--- src/rtl/vga_fb_arbiter.sv ---
`default_nettype none
// ============================================================================
// Module      : vga_fb_arbiter
// Description : Single-port framebuffer RAM arbiter. VGA scanout always wins
//               the RAM. A buffered host write and a single pending host read
//               share the scan-idle cycles by round-robin. Read data is routed
//               back to its consumer through a 2-stage tag pipeline, which
//               gives a fixed 2-cycle latency.
//               Optional macro FB_WRITE_FIFO_EN: 4-entry write FIFO instead
//               of a single-entry write buffer.
// Revision    : 1.0 - initial release
// ============================================================================
module vga_fb_arbiter #(
    parameter int ADDR_WIDTH = 13,
    parameter int DATA_WIDTH = 9
) (
    input  logic                  i_Clk,
    input  logic                  i_Reset,
    // Scanout port
    input  logic                  i_Scan_En,
    input  logic [ADDR_WIDTH-1:0] i_Scan_Addr,
    output logic [DATA_WIDTH-1:0] o_Scan_Data,
    output logic                  o_Scan_Valid,
    // Host write port
    input  logic                  i_Wr_Valid,
    input  logic [ADDR_WIDTH-1:0] i_Wr_Addr,
    input  logic [DATA_WIDTH-1:0] i_Wr_Data,
    output logic                  o_Wr_Ready,
    // Host read port
    input  logic                  i_Rd_Valid,
    input  logic [ADDR_WIDTH-1:0] i_Rd_Addr,
    output logic                  o_Rd_Ready,
    output logic [DATA_WIDTH-1:0] o_Rd_Data,
    output logic                  o_Rd_Data_Valid,
    // RAM port
    output logic [ADDR_WIDTH-1:0] o_Ram_Addr,
    output logic                  o_Ram_Wr_En,
    output logic [DATA_WIDTH-1:0] o_Ram_Wr_Data,
    input  logic [DATA_WIDTH-1:0] i_Ram_Rd_Data
);

`ifdef FB_WRITE_FIFO_EN
    localparam int c_WB_DEPTH = 4;
`else
    localparam int c_WB_DEPTH = 1;
`endif
    localparam int c_PTR_W = (c_WB_DEPTH > 1) ? $clog2(c_WB_DEPTH) : 1;
    localparam int c_CNT_W = $clog2(c_WB_DEPTH + 1);

    // Who owns the RAM in a given cycle
    typedef enum logic [1:0] {
        GNT_NONE = 2'd0,
        GNT_SCAN = 2'd1,
        GNT_WR   = 2'd2,
        GNT_RD   = 2'd3
    } gnt_t;

    // Consumer of the read data travelling through the RAM pipeline
    typedef enum logic [1:0] {
        TAG_NONE = 2'd0,
        TAG_SCAN = 2'd1,
        TAG_HOST = 2'd2
    } tag_t;

    // Write buffer storage and bookkeeping
    logic [ADDR_WIDTH-1:0] r_Wb_Addr [c_WB_DEPTH];
    logic [DATA_WIDTH-1:0] r_Wb_Data [c_WB_DEPTH];
    logic [c_PTR_W-1:0]    r_Wb_Head;
    logic [c_PTR_W-1:0]    r_Wb_Tail;
    logic [c_CNT_W-1:0]    r_Wb_Count;

    // Single pending host read; Issued marks it as already sent to the RAM
    logic                  r_Rd_Pending;
    logic                  r_Rd_Issued;
    logic [ADDR_WIDTH-1:0] r_Rd_Addr;

    // Round-robin pointer: 1 = host read was granted most recently
    logic                  r_Last_Rd;

    tag_t                  r_Tag1;
    tag_t                  r_Tag2;

    logic                  w_Wb_Empty;
    logic                  w_Wb_Full;
    logic                  w_Wr_Push;
    logic                  w_Wr_Pop;
    logic                  w_Rd_Push;
    logic                  w_Wr_Req;
    logic                  w_Rd_Req;
    gnt_t                  w_Gnt;

    function automatic logic [c_PTR_W-1:0] f_next_ptr(input logic [c_PTR_W-1:0] p);
        if (p == c_PTR_W'(c_WB_DEPTH - 1)) begin
            return '0;
        end
        return p + c_PTR_W'(1);
    endfunction

    assign w_Wb_Empty = (r_Wb_Count == '0);
    assign w_Wb_Full  = (r_Wb_Count == c_CNT_W'(c_WB_DEPTH));

    // Ready is purely occupancy based, so a full buffer never accepts even
    // when its head is being granted in the same cycle.
    assign o_Wr_Ready = !w_Wb_Full;
    assign w_Wr_Push  = i_Wr_Valid && o_Wr_Ready;

    // A read is only accepted once every earlier write has reached the RAM,
    // so it can never overtake buffered data at the same address.
    assign o_Rd_Ready = !r_Rd_Pending && w_Wb_Empty && !w_Wr_Push;
    assign w_Rd_Push  = i_Rd_Valid && o_Rd_Ready;

    assign w_Wr_Req   = !w_Wb_Empty;
    assign w_Rd_Req   = r_Rd_Pending && !r_Rd_Issued;
    assign w_Wr_Pop   = (w_Gnt == GNT_WR);

    // Grant selection: scan first, then round-robin between write and read
    always_comb begin
        w_Gnt = GNT_NONE;
        if (i_Scan_En) begin
            w_Gnt = GNT_SCAN;
        end else if (w_Wr_Req && w_Rd_Req) begin
            w_Gnt = r_Last_Rd ? GNT_WR : GNT_RD;
        end else if (w_Wr_Req) begin
            w_Gnt = GNT_WR;
        end else if (w_Rd_Req) begin
            w_Gnt = GNT_RD;
        end
    end

    // Write buffer payload storage (no reset needed, qualified by count)
    always_ff @(posedge i_Clk) begin
        if (w_Wr_Push) begin
            r_Wb_Addr[r_Wb_Tail] <= i_Wr_Addr;
            r_Wb_Data[r_Wb_Tail] <= i_Wr_Data;
        end
    end

    // Write buffer pointers and occupancy
    always_ff @(posedge i_Clk) begin
        if (i_Reset) begin
            r_Wb_Head  <= '0;
            r_Wb_Tail  <= '0;
            r_Wb_Count <= '0;
        end else begin
            if (w_Wr_Push) begin
                r_Wb_Tail <= f_next_ptr(r_Wb_Tail);
            end
            if (w_Wr_Pop) begin
                r_Wb_Head <= f_next_ptr(r_Wb_Head);
            end
            if (w_Wr_Push && !w_Wr_Pop) begin
                r_Wb_Count <= r_Wb_Count + c_CNT_W'(1);
            end else if (!w_Wr_Push && w_Wr_Pop) begin
                r_Wb_Count <= r_Wb_Count - c_CNT_W'(1);
            end
        end
    end

    // Pending host read: set on handshake, retired when its data returns
    always_ff @(posedge i_Clk) begin
        if (i_Reset) begin
            r_Rd_Pending <= 1'b0;
            r_Rd_Issued  <= 1'b0;
            r_Rd_Addr    <= '0;
        end else begin
            if (w_Rd_Push) begin
                r_Rd_Pending <= 1'b1;
                r_Rd_Issued  <= 1'b0;
                r_Rd_Addr    <= i_Rd_Addr;
            end
            if (w_Gnt == GNT_RD) begin
                r_Rd_Issued <= 1'b1;
            end
            if (r_Tag2 == TAG_HOST) begin
                r_Rd_Pending <= 1'b0;
                r_Rd_Issued  <= 1'b0;
            end
        end
    end

    // Registered RAM command; address holds when nobody is granted
    always_ff @(posedge i_Clk) begin
        if (i_Reset) begin
            o_Ram_Addr    <= '0;
            o_Ram_Wr_En   <= 1'b0;
            o_Ram_Wr_Data <= '0;
        end else begin
            o_Ram_Wr_En <= 1'b0;
            case (w_Gnt)
                GNT_SCAN: o_Ram_Addr <= i_Scan_Addr;
                GNT_WR: begin
                    o_Ram_Addr    <= r_Wb_Addr[r_Wb_Head];
                    o_Ram_Wr_Data <= r_Wb_Data[r_Wb_Head];
                    o_Ram_Wr_En   <= 1'b1;
                end
                GNT_RD:   o_Ram_Addr <= r_Rd_Addr;
                default:  ;
            endcase
        end
    end

    // Tag pipeline and round-robin pointer
    always_ff @(posedge i_Clk) begin
        if (i_Reset) begin
            r_Tag1    <= TAG_NONE;
            r_Tag2    <= TAG_NONE;
            r_Last_Rd <= 1'b1;
        end else begin
            case (w_Gnt)
                GNT_SCAN: r_Tag1 <= TAG_SCAN;
                GNT_RD:   r_Tag1 <= TAG_HOST;
                default:  r_Tag1 <= TAG_NONE;
            endcase
            r_Tag2 <= r_Tag1;
            if (w_Gnt == GNT_WR) begin
                r_Last_Rd <= 1'b0;
            end else if (w_Gnt == GNT_RD) begin
                r_Last_Rd <= 1'b1;
            end
        end
    end

    // Return-data capture, steered by the tag leaving the pipeline
    always_ff @(posedge i_Clk) begin
        if (i_Reset) begin
            o_Scan_Data     <= '0;
            o_Scan_Valid    <= 1'b0;
            o_Rd_Data       <= '0;
            o_Rd_Data_Valid <= 1'b0;
        end else begin
            o_Scan_Valid    <= (r_Tag2 == TAG_SCAN);
            o_Rd_Data_Valid <= (r_Tag2 == TAG_HOST);
            if (r_Tag2 == TAG_SCAN) begin
                o_Scan_Data <= i_Ram_Rd_Data;
            end
            if (r_Tag2 == TAG_HOST) begin
                o_Rd_Data <= i_Ram_Rd_Data;
            end
        end
    end

endmodule
`default_nettype wire

--- config.mk ---
export PLATFORM = sky130hd
export DESIGN_NAME = vga_fb_arbiter
export DESIGN_NICKNAME = d
export VERILOG_FILES = /design/src/rtl/vga_fb_arbiter.sv
export SDC_FILE = /design/constraint.sdc
export NUM_CORES = 1
export LEC_CHECK = 0
export ABC_AREA = 1
export CORE_ASPECT_RATIO = 0.9
export CORE_MARGIN = 2
export CORE_UTILIZATION = 41
export CTS_BUF_LIST = sky130_fd_sc_hd__clkbuf_8 sky130_fd_sc_hd__clkbuf_16
export CTS_CLUSTER_DIAMETER = 40
export DETAILED_ROUTE_END_ITERATION = 6
export PLACE_DENSITY = 0.75
export SLEW_MARGIN = 20
export SYNTH_ARGS = -nofsm -noshare
export SYNTH_HDL_FRONTEND = slang
export SYNTH_SLANG_ARGS = --single-unit
--- constraint.sdc ---
create_clock -name i_Clk -period 1.69 [get_ports i_Clk]
set_input_delay 0.338 -clock i_Clk [delete_from_list [all_inputs] [get_ports i_Clk]]
set_output_delay 0.338 -clock i_Clk [all_outputs]
set_load 0.01 [all_outputs]
==> flow_summary_export.csv <==
group,metric,value,unit
placement,io_buffer_count,106,
grt,antenna_found_initial,0,
clocking,postCtsSetupRepairBufs,0,
critical_path,path_buf_inv,2,
synth,synth_area_leaders,"dfxtp_1 (40%), edfxtp_1 (20%), nor2_1 (6.6%), nand3_1 (5.7%), nand2_1 (5.7%)",
critical_path,cp.arrival,1.32,ns
timing,period_share,98.39,%
clocking,hold_buffers,0,
detailed_routing,routed-via-count,2873,
floorplanning,die-area,8594,um^2
grt,grt_usage,18.74,%
synth,synth-seq-cells,86,
timing,final_max_slew_viol_count,0,
synth,synth_top_area_share,39.72,%
cells_and_area,mostFrequentLayoutCells,"clkdlybuf4s50_1 (104), dfxtp_1 (64), nor2_1 (56), nand2_1 (49), nand3_1 (37)",
grt,grt_pass1_wl,12670,um
floorplanning,dieWidth,97.50,um
power,share_comb_of_total_power,16.1,%
worst_hold_path,hp-class,"reg -> reg",
power,pwr-share-seq,52.2,%
grt,grt_pass1_vias,2685,
timing,maxClockFrequency,0.6014,GHz
critical_path,reg2reg_depth,8,
critical_path,crit_type,"in -> out",
timing,hold_viol,0,
power,leakagePower,1.869,nW
cells_and_area,layout-drive-gt1-share,9.426,%
placement,place.gp.congestion,0.8475,
clocking,cts_root_buf,"clkbuf_8",
worst_hold_path,whs_path_depth,2,
clocking,clk_pin_slew,0.08,ns
grt,overflow,0,
critical_path,worst-path-stages,3,
detailed_routing,drt-vias-per-instance,4.920,
clocking,clock_latency,0.34,ns
synth,syn_inst,366,
synth,post_synth.cell_area_avg,8.813,um^2
timing,worstMarginPinSlew,0.3729,ns
clocking,ctsHtreeMaxLevel,3,
clocking,clockBufferDepth,2,
cells_and_area,layout_commonest_cell,"clkdlybuf4s50_1",
clocking,cts_tree,"built",
power,switching_share,24.72,%
timing,rsz0062_at_grt,"false",
power,irDropWorstVdd,493.9,uV
timing,fin_crit,1.663,ns
power,powerDensity,938.9,nW/um^2
clocking,cts-resized-gates,3,
clocking,cts_buffers,9,
power,p_sw,1.085,mW
cells_and_area,area_delta_synth_final,45.00,%
power,power.internal,3.306,mW
flow_run,maxCapViolCount,0,
synth,yosys_warnings,0,
floorplanning,initial_core_util,42.54,%
critical_path,cp-end-kind,"output pin",
cells_and_area,final_util,61.68,%
critical_path,critical-path-top-delay-family,"buffers and inverters",
floorplanning,core,7582,um^2
critical_path,max_stage_delay,0.47,ns
synth,syn_nets,428,
cells_and_area,layoutNonFillerInstCount,584,
detailed_routing,routed_wl,8099,um
placement,dp_slack,-0.2726,ns
critical_path,path_cells,"clkdlybuf4s50_1 -> nor3_4 -> dlygate4sd2_1",
synth,synth_top_cell_by_area,"dfxtp_1",
synth,syn-cell-area,3226,um^2
detailed_routing,drtAntennaViolNets,0,
synth,synth_seq_area_share,60.20,%
status,status,"complete, no violations",
timing,setup_ws,0.02724,ns
critical_path,critPathMaxFanout,2,
detailed_routing,drtPass1Iterations,5,
synth,synth_cell_types,20,
detailed_routing,drtIter0Drc,139,
floorplanning,io_pins,107,
timing,setup_viol,0,
power,total_power,4.391,mW
timing,fin_worst_skew,0.007420,ns
critical_path,start_kind,"input pin",
detailed_routing,drc,0,
critical_path,cp.required,1.35,ns
grt,grt_max_degree,23,
floorplanning,die_y,88.15,um
placement,dp_hpwl,5909,um
cells_and_area,final_nets,545,
detailed_routing,detail_route.wl_per_cell,13.87,um
power,clockPowerShare,31.7,%
clocking,cts_sinks,86,
placement,dp.cells,568,
critical_path,cp_slowest_cell,"clkdlybuf4s50_1",
cells_and_area,antenna_cells,0,
timing,max-slew-margin-rel,75.08,%
floorplanning,rows,30,
==> worst reg2reg max path, cell delays in order, from the launching register on <==
cell and delay [ns]:
dfxtp_1 0.40, buf_4 0.17, inv_2 0.06, nand2_2 0.20
nand2_2 0.24, nand2_1 0.13, nand3_1 0.07, nor2_1 0.15
nor2_1 0.06
==> registers in the layout, indices dropped and copies added (netlist names), 2 cells and up <==
| name | cells |
|---|---|
| o_Ram_Addr | 13 |
| o_Ram_Wr_Data | 9 |
| o_Rd_Data | 9 |
| o_Scan_Data | 9 |
| r_Rd_Addr | 13 |
| r_Tag1 | 2 |
| r_Tag2 | 2 |
| r_Wb_Addr | 13 |
| r_Wb_Data | 9 |
==> final cells by class <==
class / count / area (um^2)
clock buffer: 10 / 137.6
clock inverter: 6 / 53.80
fill: 666 / 2905
inverter: 29 / 108.9
multi-input combinational: 230 / 1086
sequential: 86 / 1942
tap: 96 / 120.1
timing repair buffer: 127 / 1229
==> logic make-up (layout without fill, tap and decap cells) <==
group	Yosys count	count (layout)	synth area share, %
buffers and inverters	50	172	6.400
and+or+nand+nor	173	173	24.55
DFF	86	86	60.20
AOI/OAI and AO/OA	57	57	8.844
==> worst paths after layout <==
| check | start | endpoint | slack (ns) |
|---|---|---|---|
| max | i_Wr_Valid | o_Rd_Ready | 0.03 |
| min reg2reg | r_Tag1[0]$_SDFF_PP0_ | r_Tag2[0]$_SDFF_PP0_ | 0.41 |
| max reg2reg | r_Wb_Count$_SDFFE_PP0P_ | o_Ram_Addr[1]$_SDFFE_PP0P_ | 0.12 |
| min | r_Tag1[0]$_SDFF_PP0_ | r_Tag2[0]$_SDFF_PP0_ | 0.41 |
==> power groups by stage <==
stage               Sequential, mW  Clock, mW  Combinational (mW)
finish                        2.29       1.39               0.706
global route                  2.31       1.52               0.771
CTS                           2.29       1.42               0.707
detailed placement            2.34          0               0.705
global placement              2.34          0               0.692
floorplan                     2.36          0               0.287
==> synth_stat cells <==
master and instances:
dfxtp_1 64, nor2_1 57, nand2_1 49, nand3_1 37
a21oi_1 29, inv_1 26, o21ai_0 26, edfxtp_1 22
nand4_1 22, clkbuf_1 13, buf_2 6, inv_2 3
nand2_2 3, nand3_2 2, o21ai_1 2, buf_4 1
buf_6 1, nand2_4 1, nor2_4 1, nor3_2 1
==> metrics by stage <==
stage | setup TNS [ns] | hold slack [ns] | instance area [um^2]
floorplan | 0 | 0.3883 | 3228
global placement | -1.211 | 0.3911 | 4482
detailed placement | -1.304 | 0.3968 | 4482
CTS | 0 | 0.4019 | 4677
global route | 0 | 0.4196 | 4677
finish | 0 | 0.4064 | 4677
==> per-layer routing <==
layer | global-route usage [%] | wire, um
met5 | 0 | 0
met4 | 7.323 | 101
met3 | 4.389 | 436
met2 | 30.47 | 3762
met1 | 24.59 | 3799
Power figures use the tool's default switching activity.
